### config.mk
export PLATFORM = sky130hd
export DESIGN_NAME = memory_arbiter
export DESIGN_NICKNAME = d
export VERILOG_FILES = /design/src/rtl/memory_arbiter.sv
export SDC_FILE = /design/constraint.sdc
export NUM_CORES = 1
export LEC_CHECK = 0
export CAP_MARGIN = 20
export CORE_AREA = 10 10 112 114
export CTS_BUF_LIST = sky130_fd_sc_hd__clkbuf_16
export DETAILED_ROUTE_END_ITERATION = 10
export DIE_AREA = 0 0 122 124
export DONT_BUFFER_PORTS = 1
export PLACE_DENSITY = 0.55
export SLEW_MARGIN = 15
export SYNTH_ARGS = -nofsm -noshare
export SYNTH_HDL_FRONTEND = slang
export SYNTH_SLANG_ARGS = --single-unit
### constraint.sdc
create_clock -name clk -period 1.7 [get_ports clk]
set_clock_uncertainty 0.05 [all_clocks]
set_input_delay 0.34 -clock clk [delete_from_list [all_inputs] [get_ports clk]]
set_output_delay 0.34 -clock clk [all_outputs]
set_load 0.01 [all_outputs]
### src/rtl/memory_arbiter.sv
// Two-master arbiter: fetch (imem) and load/store (dmem) share one memory port.
// Define ARBITER_FAIR_EN to bound how long dmem priority can starve imem.
module memory_arbiter #(
  parameter int STARVE_LIMIT = 4
) (
  input  logic        clk,
  input  logic        rst,
  input  logic        imem_valid,
  input  logic        imem_instr,
  input  logic [31:0] imem_addr,
  input  logic [31:0] imem_wdata,
  input  logic [3:0]  imem_wstrb,
  output logic [31:0] imem_rdata,
  output logic        imem_ready,
  input  logic        dmem_valid,
  input  logic        dmem_instr,
  input  logic [31:0] dmem_addr,
  input  logic [31:0] dmem_wdata,
  input  logic [3:0]  dmem_wstrb,
  output logic [31:0] dmem_rdata,
  output logic        dmem_ready,
  output logic        mem_valid,
  output logic        mem_instr,
  output logic [31:0] mem_addr,
  output logic [31:0] mem_wdata,
  output logic [3:0]  mem_wstrb,
  input  logic [31:0] mem_rdata,
  input  logic        mem_ready,
  output logic        busy
);

  typedef enum logic [1:0] {IDLE, BUSY_I, BUSY_D} state_t;

  state_t state, state_next;
  logic   grant_i, grant_d;
  logic   force_i;

`ifdef ARBITER_FAIR_EN
  logic [2:0] starve_cnt;

  assign force_i = imem_valid && dmem_valid && (starve_cnt == 3'(STARVE_LIMIT));

  always_ff @(posedge clk) begin
    if (rst)                        starve_cnt <= '0;
    else if (grant_i)               starve_cnt <= '0;
    else if (grant_d && imem_valid) starve_cnt <= starve_cnt + 3'd1;
  end
`else
  // Strict dmem priority: the limit never applies, so imem is never forced.
  assign force_i = (STARVE_LIMIT < 0);
`endif

  // NOTE: every always_comb output gets a default first so no path leaves it unassigned (no latch).
  always_comb begin
    state_next = state;
    grant_i    = 1'b0;
    grant_d    = 1'b0;
    case (state)
      IDLE: begin
        if (dmem_valid && !force_i) begin
          grant_d    = 1'b1;
          state_next = BUSY_D;
        end else if (imem_valid) begin
          grant_i    = 1'b1;
          state_next = BUSY_I;
        end
      end
      BUSY_I, BUSY_D: if (mem_ready) state_next = IDLE;
      default:        state_next = IDLE;
    endcase
  end

  // NOTE: sequential state uses non-blocking assignments so all registers update together at the edge.
  always_ff @(posedge clk) begin
    if (rst) begin
      state     <= IDLE;
      mem_valid <= 1'b0;
      mem_instr <= 1'b0;
      mem_addr  <= '0;
      mem_wdata <= '0;
      mem_wstrb <= '0;
    end else begin
      state <= state_next;
      if (grant_d) begin
        mem_valid <= 1'b1;
        mem_instr <= dmem_instr;
        mem_addr  <= dmem_addr;
        mem_wdata <= dmem_wdata;
        mem_wstrb <= dmem_wstrb;
      end else if (grant_i) begin
        mem_valid <= 1'b1;
        mem_instr <= imem_instr;
        mem_addr  <= imem_addr;
        mem_wdata <= imem_wdata;
        mem_wstrb <= imem_wstrb;
      end else if (state != IDLE && mem_ready) begin
        mem_valid <= 1'b0;
      end
    end
  end

  // Responses are combinational from mem_ready; the idle side always sees zeros.
  assign imem_ready = !rst && (state == BUSY_I) && mem_ready;
  assign dmem_ready = !rst && (state == BUSY_D) && mem_ready;
  assign imem_rdata = imem_ready ? mem_rdata : '0;
  assign dmem_rdata = dmem_ready ? mem_rdata : '0;
  assign busy       = (state != IDLE);

endmodule

==> impl_metrics.toml, run 1 <==
[sta]
post-route-period-util_pct = 115.5
worst_slew_pin_slew_ps = 289.7
post-route-min-period_ps = 1963
finalHoldViolCount = 0
slew_violations = 0
rsz0062_at_grt = "true"
setup_ws_ps = -263.5
relSlewSlack_pct = 80.68
setup_violations = 66
clock.fmax_ghz = 0.5093

[detailed_routing]
routedWlPerCell_microns = 27.45
ant_nets = 0
dr.first_iter.drc_count = 241
dr.pass1.iters = 4
drcViolationCount = 0
totalWireLength_mm = 17.10
via_per_inst = 5.732
vias = 3571

[synthesis]
yosys_register_bits = 72
ys_warn_count = 0
yosysSeqAreaShare_pct = 38.72
synth_top_area_share_pct = 38.72
syn_inst = 481
yosysTopAreaCell = "dfxtp_1"
syn-cell-area_sq_um = 3722
syn_avg_cell_area_sq_um = 7.739
yosysUniqueCellTypes = 28
synth.top_cells.by_area = "dfxtp_1 39%, and2_1 11%, a211oi_1 11%, a21oi_1 7.5%, nor2_1 7.5%"
syn_nets = 660

[clocking]
clk_pin_slew_ps = 60
cts_inserted_buffers = 9
cts_buffer_depth = 2
clkLatencyLatePin_ps = 320
cts-root-buf = "clkbuf_16"
htree_levels = 3
cts.sink_count = 72
cts_tree = "yes"

[power_and_ir_drop]
cellLeakagePower_uw = 0.001831
power_density_nw_per_um2 = 1053
finalPower_uw = 4968
vdd_drop_max_v = 0.0005010

[global_routing]
grt_pass1_vias = 3653
antenna_found_initial = 0
grt_pass1_wl_mm = 22.09
use_met3_pct = 8.778
met2_usage_pct = 34.05
overflow = 0
grt_most_used_layer = "met2"
met1_usage_pct = 18.45
grt_max_degree = 75
grtUsageTotal_pct = 18.63

[hold_path]
min_path_type = "input port to flop"
worst_hold_startpoint = "rst"
min_to = "mem_wdata[20]"
hold_depth = 1

[critical_path]
cp-end-kind = "primary output"
cp_top_family = "buffers and inverters"
r2r_start = "state[1]"
arrival_ps = 1570
critPathRequiredTime_ps = 1310
slowest_stage = "dfxtp_2"
max_stage_delay_ps = 340
worst_r2r_endpoint = "mem_wdata[28]"
crit_path_max_fanout = 7
reg2regPathDepth = 8
r2r_setup_slack_ps = 30
critPathKind = "flop to primary output"
crit_chain = "inv_2, ha_1, nor3b_4, buf_6, clkbuf_16, and2_4"
path_buf_inv = 3
startpoint_type = "flop"

[die]
coreArea_sq_um = 10230
dieArea_sq_um = 15130
fp.dieH_microns = 124
boundaryPins = 312
initial_core_util_pct = 36.38
rows = 37
die_w_microns = 122

[run_status]
violations = "setup timing"
status = "finished with violations"

[placement]
pre_cts_slack_ps = 9.071
postPlaceCellArea_sq_um = 3844
dp_hpwl_mm = 11.24
dp.cells = 584
numPortBuffers = 0
place.gp.congestion = 0.7969

[finish]
finalNetCount = 661
drive_gt1_share_pct = 31.01
diodes = 0
fin_util_pct = 46.12
finalInstanceArea_sq_um = 4718
area_growth_pct = 26.76
stdcell_count = 623

[job]
maxCapViolCount = 0
==> report_power, final <==
part           total, uW  internal, uW  switching [uW]  leakage (uW)
clock               1720           987             735      0.000137
combinational       1070           484             589       0.00109
sequential          2170          1900             270      0.000599
==> synth_stat cells, drive strengths merged <==
| library cell | instances |
|---|---|
| dfxtp | 72 |
| nor3b | 3 |
| nor4 | 5 |
| nand2b | 1 |
| and3b | 1 |
| a21oi | 66 |
| nand2 | 65 |
| inv | 4 |
| buf | 26 |
| o21ai | 3 |
| ha | 4 |
| clkbuf | 18 |
| nor2 | 74 |
| a31oi | 1 |
| a211oi | 64 |
| nand3b | 1 |
| or4 | 1 |
| and2 | 65 |
| nor3 | 5 |
| nor2b | 2 |
==> metal layers <==
metal  wire length [microns]  up-vias
met5                       0        -
met3                    1837       17
met2                    9275      196
met4                     242        0
met1                    5749     1722
li1                        -     1636
==> worst max path at each step <==
stage                                end  cells past startpoint      from
after global placement    dmem_rdata[19]                      5  state[0]
after floorplan           imem_rdata[22]                      5  state[1]
after CTS                 dmem_rdata[19]                      6  state[0]
after detailed placement    mem_addr[29]                      6  state[1]
final                     imem_rdata[31]                      6  state[1]
after global routing       imem_rdata[2]                      6  state[1]
==> logic make-up (layout without fill, tap and decap cells) <==
group           Yosys count  in the layout  share of synthesized area [%]
simple gates            223            223                          28.47
buf+inv                  48             54                          6.756
flops                    72             72                          38.72
compound gates          134            134                          24.71
fa+ha+maj                 4              4                          1.345
==> sequential cells by signal, indices dropped and copies added, names as in the netlist <==
signal     cells
mem_addr      32
mem_wdata     32
mem_wstrb      4
state          2
mem_instr      1
mem_valid      1
==> what timing repair did <==
item	in CTS	in global routing
hold buffers	0	0
gates resized for setup	79	12
endpoints found under the setup margin	66	136
pin swaps	9	28
setup buffers	4	6
cloned	4	10
==> final cells by class <==
class | count | area [sq um]
timing repair buffer | 34 | 573.1
clock buffer | 9 | 225.2
inverter | 4 | 15.01
fill | 1009 | 5513
sequential | 72 | 1444
tap | 136 | 170.2
multi-input combinational | 361 | 2243
clock inverter | 7 | 47.55
==> stage by stage <==
stage / setup TNS (ps) / hold WS, ps
finish: -14300 / 51.16
global route: -18500 / 26.74
detailed placement: 0 / 369.6
floorplan: 0 / 416.7
global placement: 0 / 372.6
CTS: -14700 / 17.13
==> cell usage in the layout, fill, tap and decap left out, types with 2 or more instances in the layout <==
master,instances
nor2_1,74
a211oi_2,10
buf_12,7
dfxtp_1,70
a21oi_2,14
a21oi_1,52
clkinv_4,2
clkinv_2,2
a211oi_1,54
inv_2,4
ha_1,2
nor3b_4,2
nor4_1,5
buf_16,3
and2_4,65
nor2b_1,2
clkbuf_16,17
buf_6,6
o21ai_0,3
buf_4,9
dfxtp_2,2
nand2_1,64
nor3_1,4
No activity file was read; power rests on OpenSTA's default activity.
==> run 2: changes to the inputs <==
PLACE_DENSITY = default   (was 0.55)
REMOVE_ABC_BUFFERS = 1   (was default)
==> run 2 against run 1 <==
The flow still finishes with violations (setup timing). Worst setup slack better by 6.3 ps. Sequential share of layout area is 1.4 points lower. Clock-buffer cell count is the same. Sequential power is essentially flat. Via count increased by 1.5%. Wire length down 5.5%. Global-route usage is 1.4 points lower. Combinational power is essentially flat. Die area stayed put.
==> impl_metrics.toml, run 2 (synthesis results as in run 1) <==
[sta]
post-route-min-period_ps = 1957
finalHoldViolCount = 0
worst_slew_pin_slew_ps = 260.2
slew_violations = 0
rsz0062_at_grt = "true"
relSlewSlack_pct = 82.62
post-route-period-util_pct = 115.1
setup_ws_ps = -257.2
setup_violations = 66
clock.fmax_ghz = 0.5109

[critical_path]
cp_top_family = "buffers and inverters"
crit_chain = "inv_4, ha_4, nor3b_4, buf_6, clkbuf_16, and2_4"
startpoint_type = "flop"
arrival_ps = 1570
cp-end-kind = "primary output"
crit_path_max_fanout = 8
r2r_setup_slack_ps = 0
max_stage_delay_ps = 360
slowest_stage = "dfxtp_4"
path_buf_inv = 3
critPathKind = "flop to primary output"
critPathRequiredTime_ps = 1310

[finish]
fin_util_pct = 48.42
final_common_cell = "nor2_1"
final_cell_mix = "74 x nor2_1, 70 x dfxtp_1, 65 x and2_4, 64 x nand2_1, 47 x a211oi_1"
area_growth_pct = 33.08
finalNetCount = 662
drive_gt1_share_pct = 34.63
top_regs = "mem_addr: 32 flops, mem_wdata: 32 flops, mem_wstrb: 4 flops"
diodes = 0

[power_and_ir_drop]
cellLeakagePower_uw = 0.001901
power_density_nw_per_um2 = 1075
vdd_drop_max_v = 0.0005521
finalPower_uw = 5323

[detailed_routing]
ant_nets = 0
dr.first_iter.drc_count = 254
routedWlPerCell_microns = 25.91
vias = 3623
via_per_inst = 5.806
totalWireLength_mm = 16.17
drcViolationCount = 0
dr.pass1.iters = 4

[clocking]
clkLatencyLatePin_ps = 320
cts_tree = "yes"
cts-root-buf = "clkbuf_16"
holdBufCountCts = 0
cts.sink_count = 72
clk_pin_slew_ps = 60
cts_buffer_depth = 2
htree_levels = 3
cts_inserted_buffers = 9

[global_routing]
grt_max_degree = 75
met1_usage_pct = 19.49
grt_pass1_vias = 3445
grtUsageTotal_pct = 17.23
overflow = 0
grt_most_used_layer = "met2"
use_met3_pct = 7.557
antenna_found_initial = 0
met2_usage_pct = 28.50
grt_pass1_wl_mm = 20.82

[hold_path]
min_path_type = "input port to flop"

[placement]
numPortBuffers = 0
place.gp.congestion = 0.8125
dp_hpwl_mm = 10.93

[die]
initial_core_util_pct = 36.38
coreArea_sq_um = 10230
boundaryPins = 312
rows = 37
die_w_microns = 122
dieArea_sq_um = 15130
fp.dieH_microns = 124

[run_status]
violations = "setup timing"
status = "finished with violations"

[job]
maxCapViolCount = 0
-- run 2: changes by cell type in the layout (fill, tap and decap cells not counted), moves of 2 or more --
cell       previous run  this run
a211oi_1             54        47
clkinv_2              2         0
buf_6                 6         8
a21oi_2              14        22
a21oi_1              52        43
inv_6                 1         3
clkinv_4              2         0
buf_12                7        11
buf_4                 9         2
bufinv_16             0         2
a211oi_2             10        17
-- run 2: per-layer routing --
metal	wire, microns	share of wire [%]
met1	6007	37
met2	8058	50
met3	1773	11
met4	329	2.0
met5	0	0
-- run 2: metrics by stage --
| step | hold WS (ps) | instances | instance area, sq um | setup slack, ps | setup TNS [ps] |
|---|---|---|---|---|---|
| 6_report | 29.57 | 624 | 4954 | -257.2 | -14090 |
| 5_1_grt | 17.03 | 624 | 4954 | -315.9 | -19040 |
| 4_1_cts | 13.08 | 606 | 4398 | -234.3 | -13340 |
| 3_5_place_dp | 366.8 | 585 | 3889 | 66.05 | 0 |
| 3_3_place_gp | 363.5 | 585 | 3889 | 105.3 | 0 |
| 2_1_floorplan | 354.6 | 437 | 3486 | -873.3 | -76080 |
-- run 2: worst reg2reg max path, stage by stage, from the launching register on --
cell and delay (ps):
dfxtp_2 340, inv_2 50, buf_4 130, ha_2 180, nand3b_1 120, buf_6 130, buf_12 190, nand2_1 140
a211oi_2 270
-- run 2: power breakdown --
part           switching, uW  leakage (uW)  internal [uW]
registers                271      0.000599           1900
clock network            755      0.000160           1290
logic                    591       0.00114            511
-- run 2: final cells by class --
| cell class | count | area, sq um |
|---|---|---|
| clock inverter | 7 | 93.84 |
| sequential | 72 | 1446 |
| timing repair buffer | 35 | 663.1 |
| fill | 988 | 5278 |
| clock buffer | 9 | 225.2 |
| multi-input combinational | 361 | 2337 |
| inverter | 4 | 17.52 |
| tap | 136 | 170.2 |
-- run 2: timing repair --
action	in CTS	in global routing
pin swaps	9	93
buffers inserted	3	6
endpoints found under the setup margin	66	109
resized for setup	46	69
gates cloned	2	12
-- run 2: path summary, 6_finish.rpt --
check / startpoint / to / cells past startpoint
setup reg to reg: state[1] / mem_addr[3] / 8
hold / removal: rst / mem_wdata[18] / 1
setup / recovery: state[0] / dmem_rdata[24] / 6
hold reg to reg: mem_wdata[23] / mem_wdata[23] / 2
==> run 3: changes to the inputs <==
clock period = 2.43 ns   (was 1.7 ns; I/O delays follow)
==> run 3 against run 2 <==
The flow now finishes without violations. Combinational power is 50% lower. Total power decreased by 33%. Sequential power is 30% lower. Critical path depth decreased by 1. Sequential cell count unchanged. Final cell count down 4.0%. First-iteration DRC count decreased by 11%. Design area fell by 18%. Largest cell class unchanged.
==> impl_metrics.toml, run 3 (synthesis results as in run 1) <==
[finish]
finalNetCount = 637
drive_gt1_share_pct = 11.02
final_cell_mix = "74 x nor2_1, 72 x dfxtp_1, 64 x and2_1, 64 x nand2_1, 56 x a21oi_1"
fin_util_pct = 39.88
diodes = 0
top_regs = "mem_addr: 32 flops, mem_wdata: 32 flops, mem_wstrb: 4 flops"
stdcell_count = 599
area_growth_pct = 9.613
final_common_cell = "nor2_1"
fill_cells = 1030

[sta]
worst_slew_pin_slew_ps = 465.0
slew_violations = 0
clock.fmax_ghz = 0.4705
post-route-period-util_pct = 87.46
relSlewSlack_pct = 69.00
setup_violations = 0
post-route-min-period_ps = 2125
setup_ws_ps = 304.7
rsz0062_at_grt = "false"
finalHoldViolCount = 0

[hold_path]
min_path_type = "input port to flop"

[clocking]
cts_inserted_buffers = 9
cts_tree = "yes"
post-cts-setup-buffers = 0
ctsResizeCount = 0
clkLatencyLatePin_ps = 320
cts-root-buf = "clkbuf_16"
cts.sink_count = 72
cts_buffer_depth = 2
holdBufCountCts = 0
clk_pin_slew_ps = 60
htree_levels = 3

[detailed_routing]
routedWlPerCell_microns = 23.22
ant_nets = 0
met2_wirelength_mm = 6.788
top_layer_used = "met4"
wl_met3_mm = 1.684
dr.pass1.iters = 4
dr.first_iter.drc_count = 226
via_per_inst = 5.733
wl_met1_mm = 5.141
vias = 3434
drcViolationCount = 0
totalWireLength_mm = 13.91

[job]
maxCapViolCount = 0

[placement]
dp_hpwl_mm = 10.76
dp.cells = 583
numPortBuffers = 0
pre_cts_slack_ps = 594.5
place.gp.congestion = 0.7808

[global_routing]
overflow = 0
grt_pass1_wl_mm = 19.89
antenna_found_initial = 0
grt_max_degree = 75
grtUsageTotal_pct = 16.44
grt_pass1_vias = 3392

[critical_path]
crit_path_max_fanout = 33
critPathRequiredTime_ps = 1890
arrival_ps = 1590
cp-end-kind = "primary output"
critPathKind = "flop to primary output"
startpoint_type = "flop"

[die]
die_w_microns = 122
boundaryPins = 312
initial_core_util_pct = 36.38
fp.dieH_microns = 124
rows = 37
dieArea_sq_um = 15130
coreArea_sq_um = 10230

[power_and_ir_drop]
vdd_drop_max_v = 0.0003792
power_density_nw_per_um2 = 879.8
cellLeakagePower_uw = 0.001535

[run_status]
status = "completed"
-- run 3: changes by cell type in the layout (fill, tap and decap cells not counted), sizes merged --
cell / before / now
buf: 26 / 10
clkbuf: 18 / 9
inv: 8 / 6
bufinv: 2 / 3
clkinvlp: 0 / 1
-- run 3: area by class of cell --
class	instances	area [sq um]	share of cell area, %
clock buffers	9	225.2	5.520
clock inverters	7	118.9	2.913
inverters	4	15.01	0.3680
multi-input cells	361	2034	49.86
flip-flops and latches	72	1441	35.33
well taps	136	170.2	4.170
repair buffers	10	75.07	1.840
-- run 3: per-layer routing --
metal,vias to the layer above,track usage (%)
li1,1585,-
met1,1607,19.00
met2,215,26.14
met3,27,7.285
met4,0,6.632
met5,-,0
-- run 3: critical path, stage by stage (launching register included) --
cell     delay [ps]
dfxtp_1         320
inv_1           100
ha_1            140
nor3b_2         140
buf_4           290
and2_1          270
-- run 3: path summary, 6_finish.rpt --
path | start | end | slack [ps] | cells after the start
setup / recovery | state[1] | imem_rdata[4] | 300 | 5
setup reg to reg | state[0] | mem_addr[9] | 610 | 6
hold reg to reg | mem_addr[27] | mem_addr[27] | 450 | 2
hold / removal | rst | mem_wdata[18] | 170 | 1
-- run 3: report_power, final --
group          total (uW)  internal [uW]  switching, uW
combinational         554            206            348
clock                1520           1000            513
sequential           1520           1330            186
total                3590           2540           1050
-- run 3: through the flow --
| step | hold slack (ps) | cell area [sq um] | power, uW | setup TNS (ps) |
|---|---|---|---|---|
| CTS | 156.1 | 4080 | 3650 | 0 |
| floorplan | 410.7 | 3486 | 1935 | -8513 |
| global route | 152.6 | 4080 | 3786 | 0 |
| detailed placement | 449.4 | 3736 | 2104 | 0 |
| global placement | 432.9 | 3736 | 2082 | 0 |
| finish | 174.0 | 4080 | 3590 | 0 |
